===== src/rtl/branch_predictor.sv =====
// Bimodal branch predictor: PC-indexed table of 2-bit saturating counters with
// a combinational IF-stage guess, ID-stage training, misprediction flag and statistics.
module branch_predictor #(
    parameter int unsigned IDX_BITS   = 6,
    parameter logic [1:0]  INIT_STATE = 2'b01,
    parameter int unsigned CNT_BITS   = 32
) (
    input  logic                clk,
    input  logic                rst_n,

    input  logic                IF_Valid,
    input  logic [31:0]         IF_PC,
    output logic                Pred_Taken,

    input  logic                ID_Valid,
    input  logic                ID_IsBranch,
    input  logic [31:0]         ID_PC,
    input  logic                ID_PredTaken,
    input  logic                Br,
    output logic                Mispredict,

    output logic [CNT_BITS-1:0] Br_Count,
    output logic [CNT_BITS-1:0] Miss_Count
);

    localparam int unsigned ENTRIES = 32'(1) << IDX_BITS;

    logic [1:0]          ctr_q [ENTRIES];
    logic [1:0]          ctr_d [ENTRIES];
    logic [CNT_BITS-1:0] br_cnt_q,   br_cnt_d;
    logic [CNT_BITS-1:0] miss_cnt_q, miss_cnt_d;

    logic [IDX_BITS-1:0] rd_idx;
    logic [IDX_BITS-1:0] wr_idx;
    logic                upd;
    logic                miss;

    // One step toward strong-taken or strong-not-taken, holding at the rails.
    function automatic logic [1:0] ctr_step(input logic [1:0] c, input logic taken);
        logic [1:0] r;
        r = c;
        if (taken) begin
            if (c != 2'b11) r = c + 2'd1;
        end else begin
            if (c != 2'b00) r = c - 2'd1;
        end
        return r;
    endfunction

    function automatic logic [CNT_BITS-1:0] sat_inc(input logic [CNT_BITS-1:0] v);
        return (&v) ? v : v + CNT_BITS'(1);
    endfunction

    assign rd_idx = IF_PC[IDX_BITS+1:2];
    assign wr_idx = ID_PC[IDX_BITS+1:2];
    assign upd    = ID_Valid & ID_IsBranch;
    assign miss   = upd & (Br ^ ID_PredTaken);

    // Pure table read; a same-cycle write is not bypassed.
    assign Pred_Taken = IF_Valid & ctr_q[rd_idx][1];
    assign Mispredict = miss;

    assign Br_Count   = br_cnt_q;
    assign Miss_Count = miss_cnt_q;

    // PC bits outside the index field carry no information for this table.
    logic unused_pc_bits;
    assign unused_pc_bits = ^{IF_PC[31:IDX_BITS+2], IF_PC[1:0],
                              ID_PC[31:IDX_BITS+2], ID_PC[1:0]};

    always_comb begin
        ctr_d      = ctr_q;
        br_cnt_d   = br_cnt_q;
        miss_cnt_d = miss_cnt_q;
        if (upd) begin
            ctr_d[wr_idx] = ctr_step(ctr_q[wr_idx], Br);
            br_cnt_d      = sat_inc(br_cnt_q);
        end
        if (miss) begin
            miss_cnt_d = sat_inc(miss_cnt_q);
        end
    end

    always_ff @(posedge clk or negedge rst_n) begin
        if (!rst_n) begin
            for (int unsigned i = 0; i < ENTRIES; i++) begin
                ctr_q[i] <= INIT_STATE;
            end
            br_cnt_q   <= '0;
            miss_cnt_q <= '0;
        end else begin
            for (int unsigned i = 0; i < ENTRIES; i++) begin
                ctr_q[i] <= ctr_d[i];
            end
            br_cnt_q   <= br_cnt_d;
            miss_cnt_q <= miss_cnt_d;
        end
    end

endmodule


===== config.mk =====
export PLATFORM = sky130hd
export DESIGN_NAME = branch_predictor
export DESIGN_NICKNAME = d
export VERILOG_FILES = /design/src/rtl/branch_predictor.sv
export SDC_FILE = /design/constraint.sdc
export NUM_CORES = 1
export LEC_CHECK = 0
export ABC_AREA = 1
export CAP_MARGIN = 0
export CORE_MARGIN = 3
export CORE_UTILIZATION = 30
export CTS_CLUSTER_DIAMETER = 150
export CTS_CLUSTER_SIZE = 10
export DETAILED_ROUTE_END_ITERATION = 16
export PLACE_DENSITY = 0.58
export SLEW_MARGIN = 25
export SYNTH_ARGS = -nofsm -noshare
export SYNTH_HDL_FRONTEND = slang
export SYNTH_SLANG_ARGS = --single-unit

===== constraint.sdc =====
create_clock -name clk -period 2.4 [get_ports clk]
set_input_delay 0.36 -clock clk [delete_from_list [all_inputs] [get_ports clk]]
set_output_delay 0.36 -clock clk [all_outputs]
set_load 0.005 [all_outputs]

==> results_dict.tcl <==
set metrics [dict create \
    dpl.hpwl_mm 26.24 \
    htreeDepth 4 \
    ys_seq_elements 192 \
    tightest_slew_ns 0.6122 \
    cp.required_ns 2.04 \
    ys.flop_type "dfrtp_1" \
    max_freq_ghz 0.4363 \
    rows 70 \
    syn-mean-instance-area_sq_um 6.704 \
    critPathArrivalTime_ns 1.93 \
    relSlewSlack_pct 59.19 \
    drt_iter0_markers 822 \
    finalHoldViolCount 0 \
    clockBufferDepth 2 \
    cap_viol_max_count 0 \
    syn_area_sq_mm 0.01139 \
    io-pin-count 137 \
    startpoint "IF_PC[4]" \
    grt_antenna_before_repair 0 \
    antenna_cells 0 \
    synth.distinct_cells 32 \
    portBuffers 84 \
    routed_via_density 4.773 \
    seq_area_frac_synth_pct 42.89 \
    hold-worst-slack_ns 0.4655 \
    core-area_sq_mm 0.03705 \
    grt_overflow_total 0 \
    ys_warn_count 0 \
    wl_per_cell_um 15.81 \
    fin_util_pct 37.76 \
    drive_gt1_share_pct 11.26 \
    critPathCaptureType "output pin" \
    final_nets 1908 \
    fill_cells 3915 \
    finish.instance_area_sq_mm 0.01399 \
    drt-total-wl_mm 37.20 \
    start_util_pct 30.74 \
    swShare_pct 30.04 \
    p_int_w 0.005686 \
    fp.dieH_um 200.8 \
    synth_top_cells_by_area "dfrtp_1 28%, nand2_1 25%, dfstp_2 15%, inv_1 5.9%, nor2_1 4.6%" \
    area_growth_pct 22.83 \
    dpl_worst_slack_ns -0.5618 \
    skew_ns 0.01366 \
    seq_area_sq_mm 0.004885 \
    synth_nets 1772 \
    period_share_pct 95.50 \
    routed-via-count 11230 \
    async_flop_share_pct 100.0 \
    irDropWorstVdd_uv 511.7 \
    critPathMaxFanout 9 \
    fp.dieW_um 200.8 \
    ant_nets 0 \
    grt_max_degree 86 \
    netlist.area_leader.share_pct 28.12 \
    p_leak_nw 6.738 \
    min_from "ctr_q[106]" \
    worst_hold_path_type "flip-flop to flip-flop" \
    min_period_ns 2.292 \
    power_density_mw_per_mm2 580.9 \
    cts.clk_slew.worst_paths_ns 0.07 \
    synth_cells 1699 \
    status "complete, no violations" \
    power_w 0.008127 \
    grtUsageTotal_pct 18.52 \
    grt_first_pass_wirelength_mm 60.15 \
    seqPwrFrac_pct 46.9 \
    r2r-start "ctr_q[47]" \
    critPathKind "input pin to output pin" \
    pwr-share-clk_pct 34.6 \
    cts_buffers 17 \
    grt_pass1_vias 11090 \
    finalWorstSetupSlack_ns 0.1079 \
    clock-root-buffer "clkbuf_16" \
    placed_area_sq_mm 0.01338 \
    slew_viol_final 0 \
    clock_latency_ns 0.46 \
    setup_viol 0 \
    firstDrtPassIters 5 \
    cts_tree "built" \
    rsz0062_at_grt "false" \
    drc 0 \
    synth_edf_count 0 \
    die_area_sq_mm 0.04034 \
    multi_input_comb_area_sq_mm 0.005515 \
    yosys.area.top_type "dfrtp_1" \
    worstSetupStartpointType "input pin" \
    pwr-share-comb_pct 18.4 \
    gp_congestion 0.9120 \
    cts_sinks 192 \
    p_sw_w 0.002441 \
]
[layout make-up]
class	instances	area share (%)
inverters	183	4.910
well taps	504	4.508
clock buffers	23	3.345
clock inverters	9	0.5992
flip-flops and latches	192	34.92
multi-input cells	1261	39.42
repair buffers	180	12.30
[cells in the final DEF (no fill, tap or decap), drive strengths merged, types with 17 or more instances in the layout]
cell           netlist  final
nand2              771    771
inv                182    184
nor2               140    140
dfrtp              128    128
nand3              104    104
buf                 37     96
clkdlybuf4s50        0     79
o21ai               73     73
dfstp               64     64
nor3                57     57
xor2                43     43
clkbuf              26     24
a21oi               17     17
[critical path, stage by stage]
cell and delay [ns]:
clkdlybuf4s50_1 0.45, inv_1 0.27, nand3_1 0.13, nand2_1 0.08, a21oi_1 0.07, nand2_1 0.08
nand3_1 0.09, a21boi_2 0.17, clkdlybuf4s15_1 0.23
[power groups by stage]
stage	Sequential [W]	Clock, W	Combinational (W)
2_1_floorplan	0.00380	0	0.000760
3_3_place_gp	0.00386	0	0.00147
3_5_place_dp	0.00386	0	0.00149
4_1_cts	0.00381	0.00289	0.00150
5_1_grt	0.00386	0.00301	0.00167
6_report	0.00381	0.00282	0.00150
[registers in the layout, indices dropped and copies added, names as in the netlist]
register    cells
ctr_q         128
Miss_Count     32
Br_Count       32
[layer usage]
metal  vias up  track usage (%)  routed length, um
met4         0            5.395                903
met2       349            30.48              17280
met1      5312            25.09              16910
li1       5507                -                  -
met5         -                0                  0
met3        59            3.162               2105
[Yosys cell counts, types with 12 or more instances]
master / instances
inv_1: 180
nand2_1: 768
nor4_1: 12
buf_2: 14
xor2_1: 43
xnor2_1: 12
nand3_1: 104
clkbuf_1: 26
o21ai_0: 67
nor2_1: 139
dfrtp_1: 128
dfstp_2: 64
nor3_1: 57
buf_4: 16
a21oi_1: 17
[stage by stage]
stage	TNS [ns]	instances
final	0	2352
after global routing	0	2352
after CTS	0	2350
after detailed placement	-33.44	2317
after global placement	-31.20	2317
after floorplan	0	1699
[cell families after synthesis]
logic type	count (synthesis)	synth area share [%]
simple gates	1098	38.69
buf+inv	246	8.920
flops	192	42.89
xor+xnor	55	4.229
compound gates	106	5.053
fa+ha+maj	2	0.2197
[worst paths after layout]
kind                                    to  slack (ns)  cells past startpoint
worst max register to register   ctr_q[18]        0.22                     12
worst max-delay path            Pred_Taken        0.11                      9
max in group asynchronous        ctr_q[71]        1.34                      3
min in group asynchronous       ctr_q[107]        0.49                      3
worst min-delay path            ctr_q[106]        0.47                      2
worst min register to register  ctr_q[106]        0.47                      2
[repair_timing]
| action | CTS | global route |
|---|---|---|
| hold buffers | 1 | 0 |
| setup endpoints to repair | 1 | 33 |
| buffers inserted | 0 | 2 |
| gates resized for setup | 5 | 22 |
| hold endpoints to repair | 37 | 0 |
| cloned | 0 | 0 |
| pin swaps | 0 | 1 |
(Power assumes the default switching activity.)
